<file path="src/rtl/sm83_pkg.sv">
// Shared types and constants for the sm83 interrupt controller slice.
// Latency: n/a (declarations only).
// Backpressure: n/a.
package sm83_pkg;

    typedef enum logic [1:0] {
        INT_IDLE     = 2'd0,
        INT_DISPATCH = 2'd1,
        INT_HALTED   = 2'd2
    } int_state_t;

    typedef enum logic [2:0] {
        INT_VBLANK = 3'd0,
        INT_STAT   = 3'd1,
        INT_TIMER  = 3'd2,
        INT_SERIAL = 3'd3,
        INT_JOYPAD = 3'd4
    } int_src_t;

    localparam logic [15:0] INT_IF_ADDR = 16'hFF0F;
    localparam logic [15:0] INT_IE_ADDR = 16'hFFFF;

    // Vector for source idx; 16-bit arithmetic, wraps silently.
    function automatic logic [15:0] int_vec_addr(input logic [15:0] base,
                                                 input logic [15:0] stride,
                                                 input logic [2:0]  idx);
        logic [15:0] w_idx16;
        w_idx16 = {13'd0, idx};
        return base + (w_idx16 * stride);
    endfunction

endpackage

</file>
<file path="src/rtl/sm83_int_ctrl_if.sv">
// Bus, control-unit and dispatch signals of the interrupt controller.
// Latency: n/a (wiring only).
// Backpressure: dispatch is valid/ack; irq_vec held until ack.
interface sm83_int_ctrl_if #(
    parameter int NUM_IRQ = 5
);
    logic [NUM_IRQ-1:0] irq_req;
    logic               if_wr;
    logic               ie_wr;
    logic [7:0]         wdata;
    logic [7:0]         if_rdata;
    logic [7:0]         ie_rdata;
    logic               ctl_di;
    logic               ctl_ei;
    logic               ctl_reti;
    logic               halt_req;
    logic               instr_boundary;
    logic               irq_valid;
    logic [15:0]        irq_vec;
    logic               irq_ack;
    logic               halted;
    logic               wake;
    logic               halt_bug;
    logic               ime;

    // Controller side.
    modport slave (
        input  irq_req, if_wr, ie_wr, wdata, ctl_di, ctl_ei, ctl_reti,
               halt_req, instr_boundary, irq_ack,
        output if_rdata, ie_rdata, irq_valid, irq_vec, halted, wake,
               halt_bug, ime
    );

    // Core / peripheral side.
    modport master (
        output irq_req, if_wr, ie_wr, wdata, ctl_di, ctl_ei, ctl_reti,
               halt_req, instr_boundary, irq_ack,
        input  if_rdata, ie_rdata, irq_valid, irq_vec, halted, wake,
               halt_bug, ime
    );
endinterface

</file>
<file path="src/rtl/sm83_int_prio_enc.sv">
// Fixed-priority encoder: index of the lowest set request bit plus a valid flag.
// Latency: combinational.
// Backpressure: none.
module sm83_int_prio_enc #(
    parameter int NUM_IRQ = 5
) (
    input  logic [NUM_IRQ-1:0] i_req,
    output logic [2:0]         o_idx,
    output logic               o_vld
);

    // Scan from the top down so the lowest set bit is the last to assign.
    always_comb begin
        o_idx = 3'd0;
        o_vld = |i_req;
        for (int i = NUM_IRQ - 1; i >= 0; i--) begin
            if (i_req[i]) o_idx = 3'(i);
        end
    end

endmodule

</file>
<file path="src/rtl/sm83_int_ctrl.sv">
// Interrupt controller: IF/IE/IME, fixed-priority dispatch, HALT/wake, HALT-bug detect.
// Latency: irq_req -> IF next cycle; dispatch decided on an instr_boundary, irq_valid the cycle after.
// Backpressure: irq_valid/irq_vec held until irq_ack; valid drops the cycle after ack.
module sm83_int_ctrl
    import sm83_pkg::*;
#(
    parameter int          NUM_IRQ    = 5,
    parameter logic [15:0] VEC_BASE   = 16'h0040,
    parameter logic [15:0] VEC_STRIDE = 16'h0008
) (
    input  logic                   clk,
    input  logic                   rst_n,
    sm83_int_ctrl_if.slave         bus
);

    localparam logic [1:0] ST_IDLE     = INT_IDLE;
    localparam logic [1:0] ST_DISPATCH = INT_DISPATCH;
    localparam logic [1:0] ST_HALTED   = INT_HALTED;

    logic [NUM_IRQ-1:0] r_if;
    logic [7:0]         r_ie;
    logic               r_ime;
    logic               r_ime_pend;
    logic [1:0]         r_state;
    logic [2:0]         r_idx;
    logic [15:0]        r_vec;
    logic               r_wake;
    logic               r_halt_bug;

    logic [NUM_IRQ-1:0] w_active;
    logic [2:0]         w_enc_idx;
    logic               w_pending;
    logic               w_ack_take;
    logic [7:0]         w_if_rd;

    assign w_active   = r_if & r_ie[NUM_IRQ-1:0];
    assign w_ack_take = (r_state == ST_DISPATCH) && bus.irq_ack;

    sm83_int_prio_enc #(
        .NUM_IRQ (NUM_IRQ)
    ) u_prio_enc (
        .i_req (w_active),
        .o_idx (w_enc_idx),
        .o_vld (w_pending)
    );

    // IF per bit: a new event beats the ack clear, which beats a bus write.
    always_ff @(posedge clk or negedge rst_n) begin
        if (!rst_n) begin
            r_if <= '0;
        end else begin
            for (int i = 0; i < NUM_IRQ; i++) begin
                if (bus.irq_req[i])
                    r_if[i] <= 1'b1;
                else if (w_ack_take && (r_idx == 3'(i)))
                    r_if[i] <= 1'b0;
                else if (bus.if_wr)
                    r_if[i] <= bus.wdata[i];
            end
        end
    end

    // IE is a plain 8-bit register; only the low NUM_IRQ bits gate sources.
    always_ff @(posedge clk or negedge rst_n) begin
        if (!rst_n)         r_ie <= 8'h00;
        else if (bus.ie_wr) r_ie <= bus.wdata;
    end

    // IME: ack and DI clear everything; RETI enables at once; EI arms a
    // pending enable that lands on the next instruction boundary after it.
    always_ff @(posedge clk or negedge rst_n) begin
        if (!rst_n) begin
            r_ime      <= 1'b0;
            r_ime_pend <= 1'b0;
        end else if (w_ack_take || bus.ctl_di) begin
            r_ime      <= 1'b0;
            r_ime_pend <= 1'b0;
        end else begin
            if (bus.ctl_reti) r_ime <= 1'b1;
            if (bus.ctl_ei) begin
                r_ime_pend <= 1'b1;
            end else if (r_ime_pend && bus.instr_boundary) begin
                r_ime      <= 1'b1;
                r_ime_pend <= 1'b0;
            end
        end
    end

    // Dispatch / halt state machine with one-cycle wake and halt-bug pulses.
    always_ff @(posedge clk or negedge rst_n) begin
        if (!rst_n) begin
            r_state    <= ST_IDLE;
            r_idx      <= 3'd0;
            r_vec      <= 16'h0000;
            r_wake     <= 1'b0;
            r_halt_bug <= 1'b0;
        end else begin
            r_wake     <= 1'b0;
            r_halt_bug <= 1'b0;
            case (r_state)
                ST_IDLE: begin
                    if (bus.instr_boundary && r_ime && w_pending) begin
                        r_state <= ST_DISPATCH;
                        r_idx   <= w_enc_idx;
                        r_vec   <= int_vec_addr(VEC_BASE, VEC_STRIDE, w_enc_idx);
                    end else if (bus.halt_req) begin
                        if (!r_ime && w_pending) r_halt_bug <= 1'b1;
                        else                     r_state    <= ST_HALTED;
                    end
                end
                ST_DISPATCH: begin
                    if (bus.irq_ack) r_state <= ST_IDLE;
                end
                ST_HALTED: begin
                    if (w_pending) begin
                        r_state <= ST_IDLE;
                        r_wake  <= 1'b1;
                    end
                end
                default: r_state <= ST_IDLE;
            endcase
        end
    end

    // IF readback: bits with no source read as 1.
    always_comb begin
        w_if_rd = 8'hFF;
        w_if_rd[NUM_IRQ-1:0] = r_if;
    end

    assign bus.if_rdata  = w_if_rd;
    assign bus.ie_rdata  = r_ie;
    assign bus.irq_valid = (r_state == ST_DISPATCH);
    assign bus.irq_vec   = r_vec;
    assign bus.halted    = (r_state == ST_HALTED);
    assign bus.wake      = r_wake;
    assign bus.halt_bug  = r_halt_bug;
    assign bus.ime       = r_ime;

endmodule

</file>
<file path="src/flat_wrapper.sv">
// flat-port wrapper written by rule: the top's interface ports become plain ports
module sm83_int_ctrl_flat import sm83_pkg::*;
#(
    parameter int          NUM_IRQ    = 5,
    parameter logic [15:0] VEC_BASE   = 16'h0040,
    parameter logic [15:0] VEC_STRIDE = 16'h0008
)
  (clk, rst_n, bus_irq_req, bus_if_wr, bus_ie_wr, bus_wdata, bus_ctl_di, bus_ctl_ei, bus_ctl_reti, bus_halt_req, bus_instr_boundary, bus_irq_ack, bus_if_rdata, bus_ie_rdata, bus_irq_valid, bus_irq_vec, bus_halted, bus_wake, bus_halt_bug, bus_ime);
  sm83_int_ctrl_if #(.NUM_IRQ(NUM_IRQ)) bus_i ();
  input  logic clk;
  input  logic rst_n;
  input wire logic [$bits(bus_i.irq_req)-1:0] bus_irq_req;
  input wire logic [$bits(bus_i.if_wr)-1:0] bus_if_wr;
  input wire logic [$bits(bus_i.ie_wr)-1:0] bus_ie_wr;
  input wire logic [$bits(bus_i.wdata)-1:0] bus_wdata;
  input wire logic [$bits(bus_i.ctl_di)-1:0] bus_ctl_di;
  input wire logic [$bits(bus_i.ctl_ei)-1:0] bus_ctl_ei;
  input wire logic [$bits(bus_i.ctl_reti)-1:0] bus_ctl_reti;
  input wire logic [$bits(bus_i.halt_req)-1:0] bus_halt_req;
  input wire logic [$bits(bus_i.instr_boundary)-1:0] bus_instr_boundary;
  input wire logic [$bits(bus_i.irq_ack)-1:0] bus_irq_ack;
  output wire logic [$bits(bus_i.if_rdata)-1:0] bus_if_rdata;
  output wire logic [$bits(bus_i.ie_rdata)-1:0] bus_ie_rdata;
  output wire logic [$bits(bus_i.irq_valid)-1:0] bus_irq_valid;
  output wire logic [$bits(bus_i.irq_vec)-1:0] bus_irq_vec;
  output wire logic [$bits(bus_i.halted)-1:0] bus_halted;
  output wire logic [$bits(bus_i.wake)-1:0] bus_wake;
  output wire logic [$bits(bus_i.halt_bug)-1:0] bus_halt_bug;
  output wire logic [$bits(bus_i.ime)-1:0] bus_ime;
  assign bus_i.irq_req = bus_irq_req;
  assign bus_i.if_wr = bus_if_wr;
  assign bus_i.ie_wr = bus_ie_wr;
  assign bus_i.wdata = bus_wdata;
  assign bus_i.ctl_di = bus_ctl_di;
  assign bus_i.ctl_ei = bus_ctl_ei;
  assign bus_i.ctl_reti = bus_ctl_reti;
  assign bus_i.halt_req = bus_halt_req;
  assign bus_i.instr_boundary = bus_instr_boundary;
  assign bus_i.irq_ack = bus_irq_ack;
  assign bus_if_rdata = bus_i.if_rdata;
  assign bus_ie_rdata = bus_i.ie_rdata;
  assign bus_irq_valid = bus_i.irq_valid;
  assign bus_irq_vec = bus_i.irq_vec;
  assign bus_halted = bus_i.halted;
  assign bus_wake = bus_i.wake;
  assign bus_halt_bug = bus_i.halt_bug;
  assign bus_ime = bus_i.ime;
  sm83_int_ctrl #(.NUM_IRQ(NUM_IRQ), .VEC_BASE(VEC_BASE), .VEC_STRIDE(VEC_STRIDE)) u_core (.clk(clk), .rst_n(rst_n), .bus(bus_i));
endmodule
</file>
<file path="config.mk">
export PLATFORM = sky130hd
export DESIGN_NAME = sm83_int_ctrl_flat
export DESIGN_NICKNAME = d
export VERILOG_FILES = /design/src/rtl/sm83_pkg.sv /design/src/rtl/sm83_int_ctrl_if.sv /design/src/rtl/sm83_int_prio_enc.sv /design/src/rtl/sm83_int_ctrl.sv /design/src/flat_wrapper.sv
export SDC_FILE = /design/constraint.sdc
export NUM_CORES = 1
export LEC_CHECK = 0
export ABC_AREA = 1
export BUFFER_PORTS_ARGS = -buffer_cell sky130_fd_sc_hd__buf_2
export CORE_ASPECT_RATIO = 1.1
export CORE_MARGIN = 4
export CORE_UTILIZATION = 37
export CTS_CLUSTER_DIAMETER = 150
export DETAILED_ROUTE_END_ITERATION = 8
export GPL_TIMING_DRIVEN = 0
export PLACE_DENSITY_LB_ADDON = 0.1
export REMOVE_ABC_BUFFERS = 1
export SETUP_SLACK_MARGIN = 0.3
export SLEW_MARGIN = 20
export SYNTH_ARGS = -nofsm -noshare
export SYNTH_HDL_FRONTEND = slang
export SYNTH_SLANG_ARGS = --single-unit
</file>
<file path="constraint.sdc">
create_clock -name clk -period 1.6 [get_ports clk]
set_clock_uncertainty 0.1 [all_clocks]
set_input_delay 0.24 -clock clk [delete_from_list [all_inputs] [get_ports clk]]
set_output_delay 0.24 -clock clk [all_outputs]
set_load 0.01 [all_outputs]
</file>
---- After elaboration in Yosys (flattened, before gate mapping) ----
Cells that the tools add are included.
word-level totals
  flip-flop bits (word level) ............. 38
  word-level logic and storage cells ...... 87
  output and inout port bits .............. 37
  input bits .............................. 23
cells by class
  bitwise logic cells ..................... 1
  add/sub/neg operators ................... 1
  mux-type cells .......................... 39
  eq/ne operators ......................... 10
  reduce and logical (&&, ||, !) cells .... 23
operator list
  operator                                                count
  2-to-1 mux 1 bit                                        28
  nonzero test 3 bit                                      6
  2-to-1 mux 3 bit                                        5
  logical AND 1 bit                                       10
  2-to-1 mux 2 bit                                        5
  adder 7 x 6 -> 8 bit (first input constant)             1
  equality test 3 x 2 -> 1 bit (second input constant)    2
  inequality test 3 x 2 -> 1 bit (second input constant)  2
  case mux 2 bit (3 select lines)                         1
  AND 5 bit                                               1
  OR reduction 5 bit                                      1
  AND reduction 4 bit                                     1
  equality test 3 x 1 -> 1 bit (second input constant)    1
  equality test 3 bit (second input constant)             1
  zero test 3 bit                                         1
  equality test 2 x 1 -> 1 bit (second input constant)    1
  equality test 2 bit (second input constant)             1
  zero test 2 bit                                         1
  inequality test 2 x 1 -> 1 bit (second input constant)  1
  inequality test 2 bit (second input constant)           1
  AND reduction 2 bit                                     1
  zero test 1 bit                                         1
  logical OR 1 bit                                        1

---- Logic depth before layout (Yosys ltp) ----
  word-level depth ........................ 7
  gate-level depth with buffers ........... 8

---- Modules after synthesis ----
Synthesis repeated with hierarchy kept, for this count alone.
second synthesis, totals
  cells, all modules ...................... 144
  area, all modules ....................... 1249.9 um^2
modules (own cells, without submodules)
  module             cells an instance  area an instance (um^2)  instances
  sm83_int_ctrl      133                1202.4                   1
  sm83_int_prio_enc  11                 47.5                     1

---- Least setup slack after synthesis ----
No wires, ideal clock.
  path type ............................... register to register
  start point ............................. register u_core.r_if[2]
  end point ............................... register u_core.r_state[1]
  setup time .............................. 0.118 ns
  path buffers ............................ 0
  setup slack ............................. 0.364 ns
  required time ........................... 1.382 ns
  data arrival time ....................... 1.018 ns
  period minus slack after synthesis ...... 1.236 ns
  cell stages (with the launch flop) ...... 9
  path through ............................ dfrtp_1 > nand2_2 > nand2_2 > nor2_4 > nand3_1 > nand2_1 > nor2_1 > nand3_1 > nand2_1
on the way
  longest elaborated chain between the ends .. 5
RTL lines
  what                                                                              line                                        source
  start: declaration                                                                sm83_int_ctrl.sv:20                         logic [NUM_IRQ-1:0] r_if;
  start signal: indexed assignment                                                  sm83_int_ctrl.sv:58                         r_if[i] <= bus.wdata[i];
  AND 5 bit *                                                                       sm83_int_ctrl.sv:36                         assign w_active = r_if & r_ie[NUM_IRQ-1:0];
  OR reduction 5 bit *                                                              sm83_int_prio_enc.sv:15                     o_vld = |i_req;
  logical AND 1 bit, on equally long branches                                       sm83_int_ctrl.sv:107, sm83_int_ctrl.sv:102
  inequality test 3 x 2 -> 1 bit (no line) or 2-to-1 mux 2 bit (tied branches)      --
  AND reduction 4 bit (no line) or case mux 2 bit (3 select lines) (tied branches)  --
  end signal: assignment                                                            sm83_int_ctrl.sv:108                        else r_state <= ST_HALTED;
  end signal: assignment                                                            sm83_int_ctrl.sv:112                        if (bus.irq_ack) r_state <= ST_IDLE;
  end signal: assignment                                                            sm83_int_ctrl.sv:116                        r_state <= ST_IDLE;
  end: declaration                                                                  sm83_int_ctrl.sv:24                         logic [1:0] r_state;
Mark *: on every way between the ends. The rest lies on a longest branch, timed or not.
A chain may end at the register's enable or synchronous reset.

---- Worst setup path in the final report ----
  start point ............................. register u_core.r_state[1]
  end point ............................... output bus_irq_valid
on the way
  longest elaborated chain between the ends .. 1
RTL lines
  what                          line                  source
  start signal: assignment      sm83_int_ctrl.sv:92   r_state <= ST_IDLE;
  start signal: assignment      sm83_int_ctrl.sv:103  r_state <= ST_DISPATCH;
  start signal: assignment      sm83_int_ctrl.sv:108
  equality test 2 x 1 -> 1 bit  sm83_int_ctrl.sv:133  assign bus.irq_valid = (r_state == ST_DISPATCH);
  end: declaration              flat_wrapper.sv:24    output wire logic [$bits(bus_i.irq_valid)-1:0] bus_irq_valid;
Every way passes these cells.

==> flow_metrics.py <==
metrics = {
    "run_status": {
        "status": "finished, final reports clean",
    },
    "route": {
        "vias_per_cell": 4.475,
        "vias": 980,
        "first_iter_violations": 26,
        "avgRoutedWirePerCell_um": 11.79,
        "drt_wl_total_um": 2582,
        "route.detailed.drc": 0,
        "ant_nets": 0,
        "first_pass_iters": 4,
    },
    "synthesis": {
        "synth_cell_types": 26,
        "synth_seq_area_share": 0.4762,
        "ys_ff_latch": 23,
        "synth_area_per_cell_sq_um": 9.226,
        "syn_inst": 131,
        "synth_area_sq_um": 1209,
        "yosysWarnings": 0,
    },
    "pwr": {
        "p_total_mw": 1.472,
        "p_leak_nw": 0.8176,
        "p_int_mw": 0.9533,
        "switching_share": 0.3526,
        "power_density_nw_per_um2": 939.9,
        "power.switching_mw": 0.5191,
        "pwr-share-comb": 0.316,
        "pwr-share-seq": 0.499,
        "pwr-share-clk": 0.185,
        "irDropWorstVdd_v": 0.0005070,
    },
    "timing": {
        "tightest_slew_ns": 0.5313,
        "timing.fmax_mhz": 719.7,
        "rsz0062_at_grt": "true",
        "setup_viol": 0,
        "hold_violations": 0,
        "tns_ns": 0,
        "period_minus_slack_ns": 1.389,
        "period_share": 0.8684,
        "slew_violations": 0,
        "slew_headroom": 0.6458,
    },
    "setup_path": {
        "cp_max_fo": 3,
        "cp_slowest_cell": "dfrtp_2",
        "crit_required_ns": 1.26,
        "cp.arrival_ns": 1.05,
        "startpoint_type": "flip-flop",
        "crit_type": "reg2out",
        "end_kind": "primary output",
        "crit_chain": "nor2_4 > buf_6",
        "max_stage_delay_ns": 0.47,
    },
    "place": {
        "placed_area_sq_um": 1398,
        "hpwl_um": 1984,
        "port_buffers": 44,
        "gp_congestion": 0.7289,
    },
    "global_routing": {
        "grt_max_degree": 24,
        "grt_pass1_vias": 906,
        "antenna_found_initial": 0,
        "grt_usage": 0.1217,
        "grt_overflow_total": 0,
        "grt_pass1_wl_um": 4008,
    },
    "cts": {
        "insertion_delay_ns": 0.31,
        "cts-htree-levels": 1,
        "cts_buffer_depth": 2,
        "cts_tree": "yes",
        "numCtsBuffers": 3,
        "ctsRootBufferMaster": "clkbuf_4",
        "clk_pin_slew_ns": 0.13,
        "cts.sinks": 23,
    },
    "final_layout": {
        "diodes": 0,
        "design_area_sq_um": 1567,
        "mostFrequentLayoutCell": "buf_2",
        "fill_cells": 312,
        "area_growth_syn_to_layout_pct": 29.61,
        "final_cell_mix": "42 x buf_2, 21 x dfrtp_1, 19 x nand2_1, 15 x conb_1, 10 x inv_1",
        "nNetsFinal": 209,
        "layout-drive-gt1-share": 0.4270,
    },
    "die": {
        "rows": 21,
        "io_pins": 60,
        "coreArea_sq_um": 3100,
        "die_area_sq_um": 4246,
        "die_w_um": 62.50,
        "die_y_um": 67.95,
        "initial_utilization": 0.3898,
    },
    "hold_path": {
        "hp-class": "in2reg",
    },
    "run": {
        "drv_cap": 0,
    },
}
[critical path: cells and delay by family, from the launching register on]
family                 cells  cell delay (ns)
buffers and inverters      1             0.12
and+or+nand+nor            1             0.15
DFF                        1             0.47
[metrics by stage]
stage / hold WS [ns] / setup slack, ns / std cells / utilization
after global placement: 0.1416 / 0.3329 / 205 / 0.4508
after floorplan: -0.1556 / 0.3639 / 127 / -
after CTS: 0.009079 / 0.1551 / 211 / 0.4673
after global routing: 0.008125 / 0.1408 / 219 / 0.5052
final: 0.01974 / 0.2106 / 219 / 0.5052
after detailed placement: 0.1523 / 0.3062 / 205 / 0.4508
[cells by family after synthesis]
| family | share of synthesized area |
|---|---|
| flip-flops | 0.4762 |
| multiplexers | 0.06314 |
| other | 0.006213 |
| buffers and inverters | 0.1418 |
| AND/OR/NAND/NOR | 0.2164 |
| AO/OA/AOI/OAI | 0.09627 |
[cells in the mapped netlist (all sizes together)]
cell type  number  area [sq um]
conb            2         7.510
a21oi           6         30.03
mux2i           2         20.02
buf            16         117.6
inv            13         48.80
dfrtp          23         575.6
nand2          26         117.6
o21bai          5         37.54
mux2            5         56.30
o21ai           6         30.02
nor4            4         25.02
and2            1         6.260
a21boi          2         18.77
clkbuf          1         5.000
nand3           7         47.55
nor2           12         65.06
[registers in the layout, summed over array words and instances, names as in the netlist]
signal and cells:
u_core.bus.halt_bug 1, u_core.bus.ie_rdata 8, u_core.bus.ime 1, u_core.bus.irq_vec 2, u_core.bus.wake 1, u_core.r_idx 2
u_core.r_if 5, u_core.r_ime_pend 1, u_core.r_state 2
[worst paths after layout]
kind                                                    start  slack [ns]                                end  depth (start not counted)
max                             u_core.r_state[1]$_DFFE_PN0P_        0.21                      bus_irq_valid                          2
min reg2reg                 u_core.bus.irq_vec[6]$_DFFE_PN0P_        0.38  u_core.bus.irq_vec[6]$_DFFE_PN0P_                          2
min in group asynchronous                               rst_n        0.32         u_core.r_if[3]$_DFFE_PN0P_                          2
max reg2reg                u_core.bus.ie_rdata[1]$_DFFE_PN0P_        0.31      u_core.r_state[1]$_DFFE_PN0P_                          8
max in group asynchronous                               rst_n        0.70      u_core.r_state[1]$_DFFE_PN0P_                          2
min                                            bus_irq_req[0]        0.02         u_core.r_if[0]$_DFFE_PN0P_                          2
[final cells by class]
class                           instances  area (sq um)  area share
Inverter                               13         48.80     0.03115
Tap cell                               34         42.54     0.02716
Sequential cell                        23         578.1      0.3690
Multi-Input combinational cell         91         555.5      0.3546
Clock buffer                            4         26.28     0.01677
Timing Repair Buffer                   54         315.3      0.2013
[power groups by stage]
stage	clock (mW)	combinational (mW)	sequential (mW)
after global placement	0	0.391	0.734
final	0.272	0.466	0.734
after CTS	0.289	0.416	0.725
after floorplan	0	0.211	0.760
after detailed placement	0	0.398	0.735
after global routing	0.324	0.521	0.746
[routing by layer]
| metal | up-vias | GRT usage | part of all wire |
|---|---|---|---|
| li1 | 496 | - | - |
| met4 | 0 | 0.06887 | 0.013 |
| met3 | 4 | 0.04433 | 0.10 |
| met1 | 437 | 0.1405 | 0.43 |
| met5 | - | 0 | 0 |
| met2 | 43 | 0.1984 | 0.46 |
[what timing repair did]
action / CTS / global route
resized for setup: 2 / 11
setup endpoints to repair: 3 / 14
pin swaps: 2 / 5
setup buffers: 1 / 6
hold buffers: 1 / 2
hold endpoints to repair: 23 / 2
Note: power is estimated with default switching activity, not from simulation.
